--- src/rtl/alu_pipe_if.sv ---
// Request/response channel bundle for alu_pipe: issue side drives the request
// and response-ready, the pipe returns results, tag, error flag and op count.
interface alu_pipe_if #(
    parameter int WIDTH = 32,
    parameter int TAG_W = 4
);
    logic             i_req_valid;
    logic             o_req_ready;
    logic [WIDTH-1:0] i_a;
    logic [WIDTH-1:0] i_b;
    logic [3:0]       i_op;
    logic [TAG_W-1:0] i_tag;
    logic             o_rsp_valid;
    logic             i_rsp_ready;
    logic [WIDTH-1:0] o_res;
    logic [TAG_W-1:0] o_tag;
    logic             o_err;
    logic [31:0]      o_ops;

    modport master (
        output i_req_valid, i_a, i_b, i_op, i_tag, i_rsp_ready,
        input  o_req_ready, o_rsp_valid, o_res, o_tag, o_err, o_ops
    );

    modport slave (
        input  i_req_valid, i_a, i_b, i_op, i_tag, i_rsp_ready,
        output o_req_ready, o_rsp_valid, o_res, o_tag, o_err, o_ops
    );
endinterface

--- src/rtl/alu_pipe.sv ---
// Two-stage handshaked ALU: S1 holds operands, S2 holds the tagged result.
// Optional response counter on o_ops is built when ALU_PIPE_STATS_EN is defined.
module alu_pipe #(
    parameter int WIDTH = 32,
    parameter int TAG_W = 4
) (
    input  logic      i_clk,
    input  logic      i_rst_n,
    alu_pipe_if.slave bus
);
    localparam int SH_W = $clog2(WIDTH);

    localparam logic [3:0] OP_ADD  = 4'h0;
    localparam logic [3:0] OP_SLL  = 4'h1;
    localparam logic [3:0] OP_SLT  = 4'h2;
    localparam logic [3:0] OP_SLTU = 4'h3;
    localparam logic [3:0] OP_XOR  = 4'h4;
    localparam logic [3:0] OP_SRL  = 4'h5;
    localparam logic [3:0] OP_OR   = 4'h6;
    localparam logic [3:0] OP_AND  = 4'h7;
    localparam logic [3:0] OP_SUB  = 4'h8;
    localparam logic [3:0] OP_SRA  = 4'hD;

    logic             s1_valid_q;
    logic [WIDTH-1:0] s1_a_q;
    logic [WIDTH-1:0] s1_b_q;
    logic [3:0]       s1_op_q;
    logic [TAG_W-1:0] s1_tag_q;

    logic             s2_valid_q;
    logic [WIDTH-1:0] s2_res_q;
    logic [TAG_W-1:0] s2_tag_q;
    logic             s2_err_q;

    logic [WIDTH-1:0] s2_res_d;
    logic             s2_err_d;
    logic [SH_W-1:0]  shamt;
    logic             s1_adv;
    logic             s2_adv;

    assign s2_adv = !s2_valid_q || bus.i_rsp_ready;
    assign s1_adv = !s1_valid_q || s2_adv;
    assign shamt  = s1_b_q[SH_W-1:0];

    always_comb begin
        s2_res_d = '0;
        s2_err_d = 1'b0;
        unique case (s1_op_q)
            OP_ADD:  s2_res_d = s1_a_q + s1_b_q;
            OP_SUB:  s2_res_d = s1_a_q - s1_b_q;
            OP_SLL:  s2_res_d = s1_a_q << shamt;
            OP_SRL:  s2_res_d = s1_a_q >> shamt;
            OP_SRA:  s2_res_d = $unsigned($signed(s1_a_q) >>> shamt);
            OP_SLT:  s2_res_d[0] = $signed(s1_a_q) < $signed(s1_b_q);
            OP_SLTU: s2_res_d[0] = s1_a_q < s1_b_q;
            OP_XOR:  s2_res_d = s1_a_q ^ s1_b_q;
            OP_OR:   s2_res_d = s1_a_q | s1_b_q;
            OP_AND:  s2_res_d = s1_a_q & s1_b_q;
            default: s2_err_d = 1'b1;
        endcase
    end

    always_ff @(posedge i_clk or negedge i_rst_n) begin
        if (!i_rst_n) begin
            s1_valid_q <= 1'b0;
            s1_a_q     <= '0;
            s1_b_q     <= '0;
            s1_op_q    <= '0;
            s1_tag_q   <= '0;
        end else if (s1_adv) begin
            s1_valid_q <= bus.i_req_valid;
            if (bus.i_req_valid) begin
                s1_a_q   <= bus.i_a;
                s1_b_q   <= bus.i_b;
                s1_op_q  <= bus.i_op;
                s1_tag_q <= bus.i_tag;
            end
        end
    end

    // Result fields only move on an S2 load, so a stalled response stays stable.
    always_ff @(posedge i_clk or negedge i_rst_n) begin
        if (!i_rst_n) begin
            s2_valid_q <= 1'b0;
            s2_res_q   <= '0;
            s2_tag_q   <= '0;
            s2_err_q   <= 1'b0;
        end else if (s2_adv) begin
            s2_valid_q <= s1_valid_q;
            if (s1_valid_q) begin
                s2_res_q <= s2_res_d;
                s2_tag_q <= s1_tag_q;
                s2_err_q <= s2_err_d;
            end
        end
    end

    assign bus.o_req_ready = i_rst_n && s1_adv;
    assign bus.o_rsp_valid = s2_valid_q;
    assign bus.o_res       = s2_res_q;
    assign bus.o_tag       = s2_tag_q;
    assign bus.o_err       = s2_err_q;

`ifdef ALU_PIPE_STATS_EN
    logic [31:0] ops_q;
    logic [31:0] ops_d;

    assign ops_d = ops_q + 32'd1;

    always_ff @(posedge i_clk or negedge i_rst_n) begin
        if (!i_rst_n) begin
            ops_q <= '0;
        end else if (s2_valid_q && bus.i_rsp_ready) begin
            ops_q <= ops_d;
        end
    end

    assign bus.o_ops = ops_q;
`else
    assign bus.o_ops = 32'h0;
`endif
endmodule

--- src/flat_wrapper.sv ---
// flat-port wrapper written by rule: the top's interface ports become plain ports
module alu_pipe_flat 
#(
    parameter int WIDTH = 32,
    parameter int TAG_W = 4
)
  (i_clk, i_rst_n, bus_i_req_valid, bus_i_a, bus_i_b, bus_i_op, bus_i_tag, bus_i_rsp_ready, bus_o_req_ready, bus_o_rsp_valid, bus_o_res, bus_o_tag, bus_o_err, bus_o_ops);
  alu_pipe_if #(.WIDTH(WIDTH), .TAG_W(TAG_W)) bus_i ();
  input  logic i_clk;
  input  logic i_rst_n;
  input wire logic [$bits(bus_i.i_req_valid)-1:0] bus_i_req_valid;
  input wire logic [$bits(bus_i.i_a)-1:0] bus_i_a;
  input wire logic [$bits(bus_i.i_b)-1:0] bus_i_b;
  input wire logic [$bits(bus_i.i_op)-1:0] bus_i_op;
  input wire logic [$bits(bus_i.i_tag)-1:0] bus_i_tag;
  input wire logic [$bits(bus_i.i_rsp_ready)-1:0] bus_i_rsp_ready;
  output wire logic [$bits(bus_i.o_req_ready)-1:0] bus_o_req_ready;
  output wire logic [$bits(bus_i.o_rsp_valid)-1:0] bus_o_rsp_valid;
  output wire logic [$bits(bus_i.o_res)-1:0] bus_o_res;
  output wire logic [$bits(bus_i.o_tag)-1:0] bus_o_tag;
  output wire logic [$bits(bus_i.o_err)-1:0] bus_o_err;
  output wire logic [$bits(bus_i.o_ops)-1:0] bus_o_ops;
  assign bus_i.i_req_valid = bus_i_req_valid;
  assign bus_i.i_a = bus_i_a;
  assign bus_i.i_b = bus_i_b;
  assign bus_i.i_op = bus_i_op;
  assign bus_i.i_tag = bus_i_tag;
  assign bus_i.i_rsp_ready = bus_i_rsp_ready;
  assign bus_o_req_ready = bus_i.o_req_ready;
  assign bus_o_rsp_valid = bus_i.o_rsp_valid;
  assign bus_o_res = bus_i.o_res;
  assign bus_o_tag = bus_i.o_tag;
  assign bus_o_err = bus_i.o_err;
  assign bus_o_ops = bus_i.o_ops;
  alu_pipe #(.WIDTH(WIDTH), .TAG_W(TAG_W)) u_core (.i_clk(i_clk), .i_rst_n(i_rst_n), .bus(bus_i));
endmodule
--- config.mk ---
export PLATFORM = sky130hd
export DESIGN_NAME = alu_pipe_flat
export DESIGN_NICKNAME = d
export VERILOG_FILES = /design/src/rtl/alu_pipe_if.sv /design/src/rtl/alu_pipe.sv /design/src/flat_wrapper.sv
export SDC_FILE = /design/constraint.sdc
export NUM_CORES = 1
export LEC_CHECK = 0
export BUFFER_PORTS_ARGS = -buffer_cell sky130_fd_sc_hd__buf_2
export CORE_MARGIN = 2
export CORE_UTILIZATION = 25
export DETAILED_ROUTE_END_ITERATION = 7
export GPL_TIMING_DRIVEN = 1
export PLACE_DENSITY_LB_ADDON = 0.1
export SLEW_MARGIN = 25
export SYNTH_ARGS = -nofsm -noshare
export SYNTH_HDL_FRONTEND = slang
export SYNTH_SLANG_ARGS = --single-unit
--- constraint.sdc ---
create_clock -name i_clk -period 6.9 [get_ports i_clk]
set_input_delay 1.035 -clock i_clk [delete_from_list [all_inputs] [get_ports i_clk]]
set_output_delay 1.035 -clock i_clk [all_outputs]
set_load 0.02 [all_outputs]
==> results.py <==
metrics = {
    "outcome": {
        "outcome": "finished clean",
    },
    "sta": {
        "finalHoldViolCount": 0,
        "rsz0062_at_grt": "false",
        "slew_violations": 0,
        "period_needed_ps": 4220,
        "min_period_over_period": 0.611,
        "fin_setup_tns_ps": 0,
        "maxSlewHeadroom": 0.290,
        "fmax_ghz": 0.237,
        "holdWs_ps": 482,
        "setup-violations-final": 0,
        "final.setup_skew_ps": 23.7,
        "worst_slew_pin_slew_ps": 1060,
    },
    "cts": {
        "clock_latency_ps": 430,
        "cts_resized": 0,
        "cts_buffer_depth": 2,
        "hold_buffers": 0,
        "cts_tree": "done",
        "clkTransAtPathRegs_ps": 80,
        "cts_htree_levels": 3,
        "cts_post_setup_buffers_inserted": 0,
        "cts_inserted_buffers": 9,
        "clockRootBuffer": "clkbuf_16",
        "cts.sinks": 111,
    },
    "placed_design": {
        "dp_hpwl_mm": 48.2,
        "place_area_mm2": 0.0143,
        "io_buffers": 114,
        "routabilityCongestion": 0.928,
    },
    "drt": {
        "ant_nets": 0,
        "viasPerCell": 5.57,
        "wire_per_inst_um": 26.6,
        "drtIter0Drc": 1312,
        "drc": 0,
        "via_count": 13200,
        "totalWireLength_mm": 63.1,
        "first_pass_iters": 5,
    },
    "finish": {
        "fin_area_mm2": 0.0146,
        "area_growth_pct": 10.3,
        "final-seq-area_mm2": 0.00279,
        "antennaDiodeCount": 0,
        "multi_input_area_mm2": 0.00950,
        "n_fill_cell": 5730,
        "drive_gt1_frac": 0.190,
        "fin_nets": 1864,
    },
    "logic_synthesis": {
        "seq_area_frac_synth": 0.210,
        "synth_flop_cell": "dfrtp_1",
        "synth_edf_count": 0,
        "synthCells": 1647,
        "synthTopCellsByArea": "dfrtp_1 (21%), ha_1 (9.8%), mux2_2 (7.5%), a21oi_1 (5.5%), nor2_1 (5.0%)",
        "avgSynthCellArea_um2": 8.04,
        "ys_ff_latch": 111,
        "synthTopCellsByCount": "nor2_1 (178), a21oi_1 (145), nand2_1 (129)",
        "synth.most_common_cell": "nor2_1",
        "yosys.area.top_type_share": 0.210,
        "ys_async_sr_fraction": 1.00,
        "yosysWarnings": 0,
        "ys_types": 92,
        "yosysTopAreaCell": "dfrtp_1",
        "syn-cell-area_mm2": 0.0132,
    },
    "worst_setup_path": {
        "critPathKind": "reg2reg",
        "critPathLaunchType": "register",
        "cp_max_fo": 35,
        "crit_required_ps": 7180,
        "critPathCaptureType": "register",
        "critPathArrivalTime_ps": 4500,
    },
    "power": {
        "power_density_mw_per_mm2": 284,
        "peakVddDrop_mv": 0.165,
        "leakagePower_nw": 6.26,
        "power_mw": 4.15,
    },
    "hold_path": {
        "hp-class": "reg2reg",
    },
    "floorplan": {
        "num_rows": 84,
        "die_width_um": 234,
        "ios": 147,
        "die_h_um": 234,
        "start_util": 0.252,
        "dieArea_mm2": 0.0548,
        "coreArea_mm2": 0.0524,
    },
    "grt": {
        "busiest_layer": "met2",
        "grtUsageTotal": 0.230,
        "use_met2": 0.348,
        "grt_pass1_vias": 12800,
        "grt_overflow_total": 0,
        "grt_max_degree": 80,
        "grt_pass1_wl_mm": 91.2,
        "antenna_found_initial": 0,
        "met3_usage": 0.0309,
        "grtUsageMet1": 0.327,
    },
    "job": {
        "maxCapViolCount": 0,
    },
}
## power breakdown
group	switching, mW	internal (mW)	total, mW
combinational	1.71	0.901	2.61
clock	0.308	0.250	0.558
sequential	0.213	0.765	0.978
total	2.23	1.92	4.15
## critical path, cell delays in order (launching register included)
cell and delay (ps):
dfrtp_2 750, clkinv_1 130, buf_4 330, ha_1 580, a211oi_2 150, o211ai_2 260
nand2_1 90, nand4b_1 300, a311o_2 480, o21ai_0 340, a31oi_1 150, xnor2_1 160
a221oi_1 260, a21oi_1 60
## registers in the layout, summed over array words and instances, names as in the netlist
register and flops:
u_core.s1_tag_q 4, u_core.s1_valid_q 1, u_core.s1_op_q 4, u_core.bus.o_rsp_valid 1
u_core.s1_a_q 32, u_core.s1_b_q 32, u_core.bus.o_res 32, u_core.bus.o_tag 4
u_core.bus.o_err 1
## path summary, 6_finish.rpt
path	startpoint	end	slack [ps]	cells after the start
worst max-delay path	u_core.s1_b_q[2]	u_core.bus.o_res[24]	2680	13
worst min-delay path	u_core.bus.o_res[1]	u_core.bus.o_res[1]	480	2
worst max register to register	u_core.s1_b_q[2]	u_core.bus.o_res[24]	2680	13
worst min register to register	u_core.bus.o_res[1]	u_core.bus.o_res[1]	480	2
max in group asynchronous	i_rst_n	u_core.s1_b_q[0]	5390	2
min in group asynchronous	i_rst_n	u_core.s1_b_q[18]	520	1
## cell type report
class,count,share of cell area
clock buffers,9,0.0154
clock inverters,7,0.00385
inverters,93,0.0239
multi-input cells,1320,0.650
flip-flops and latches,111,0.191
well taps,688,0.0589
repair buffers,147,0.0573
## cells by family (layout without fill, tap and decap cells)
kind of cell | after synthesis | after routing | synth area share
other | 1 | 32 | 0.000283
buffers and inverters | 247 | 256 | 0.0850
flip-flops | 111 | 111 | 0.210
XOR/XNOR | 32 | 32 | 0.0212
AND/OR/NAND/NOR | 444 | 444 | 0.153
multiplexers | 173 | 173 | 0.157
AO/OA/AOI/OAI | 533 | 533 | 0.272
adder cells (fa/ha/maj) | 106 | 106 | 0.101
## cell usage in the layout, fill, tap and decap left out, types with 10 or more instances in the layout
| cell type | count |
|---|---|
| nor2_1 | 178 |
| a21oi_1 | 145 |
| nand2_1 | 127 |
| o21ai_0 | 114 |
| buf_2 | 113 |
| dfrtp_1 | 107 |
| ha_1 | 104 |
| inv_1 | 88 |
| mux2_2 | 88 |
| mux2i_1 | 63 |
| a211oi_1 | 32 |
| conb_1 | 32 |
| buf_4 | 32 |
| nor3_1 | 28 |
| xnor2_1 | 24 |
| a221oi_1 | 22 |
| nand2b_1 | 20 |
| mux4_2 | 19 |
| a31oi_1 | 19 |
| nand3_1 | 19 |
| o211ai_1 | 17 |
| a21o_1 | 15 |
| o22ai_1 | 14 |
| o31ai_1 | 13 |
| o21bai_1 | 13 |
| o21ai_1 | 12 |
| a22oi_1 | 10 |
| a22o_1 | 10 |
| o2111ai_1 | 10 |
## stage by stage
step	cells	setup slack, ps	util
4_1_cts	2375	2730	0.279
6_report	2375	2680	0.279
3_3_place_gp	2359	2800	0.273
5_1_grt	2375	2420	0.279
2_1_floorplan	1678	3240	-
3_5_place_dp	2359	2740	0.273
## metal layers
layer / vias to the layer above / part of all wire / wire (µm)
met5: - / 0 / 0
met1: 6578 / 0.47 / 29500
met3: 94 / 0.059 / 3730
met4: 0 / 0.039 / 2460
met2: 532 / 0.44 / 27500
li1: 6031 / - / -
No activity file was read; power rests on OpenSTA's default activity.
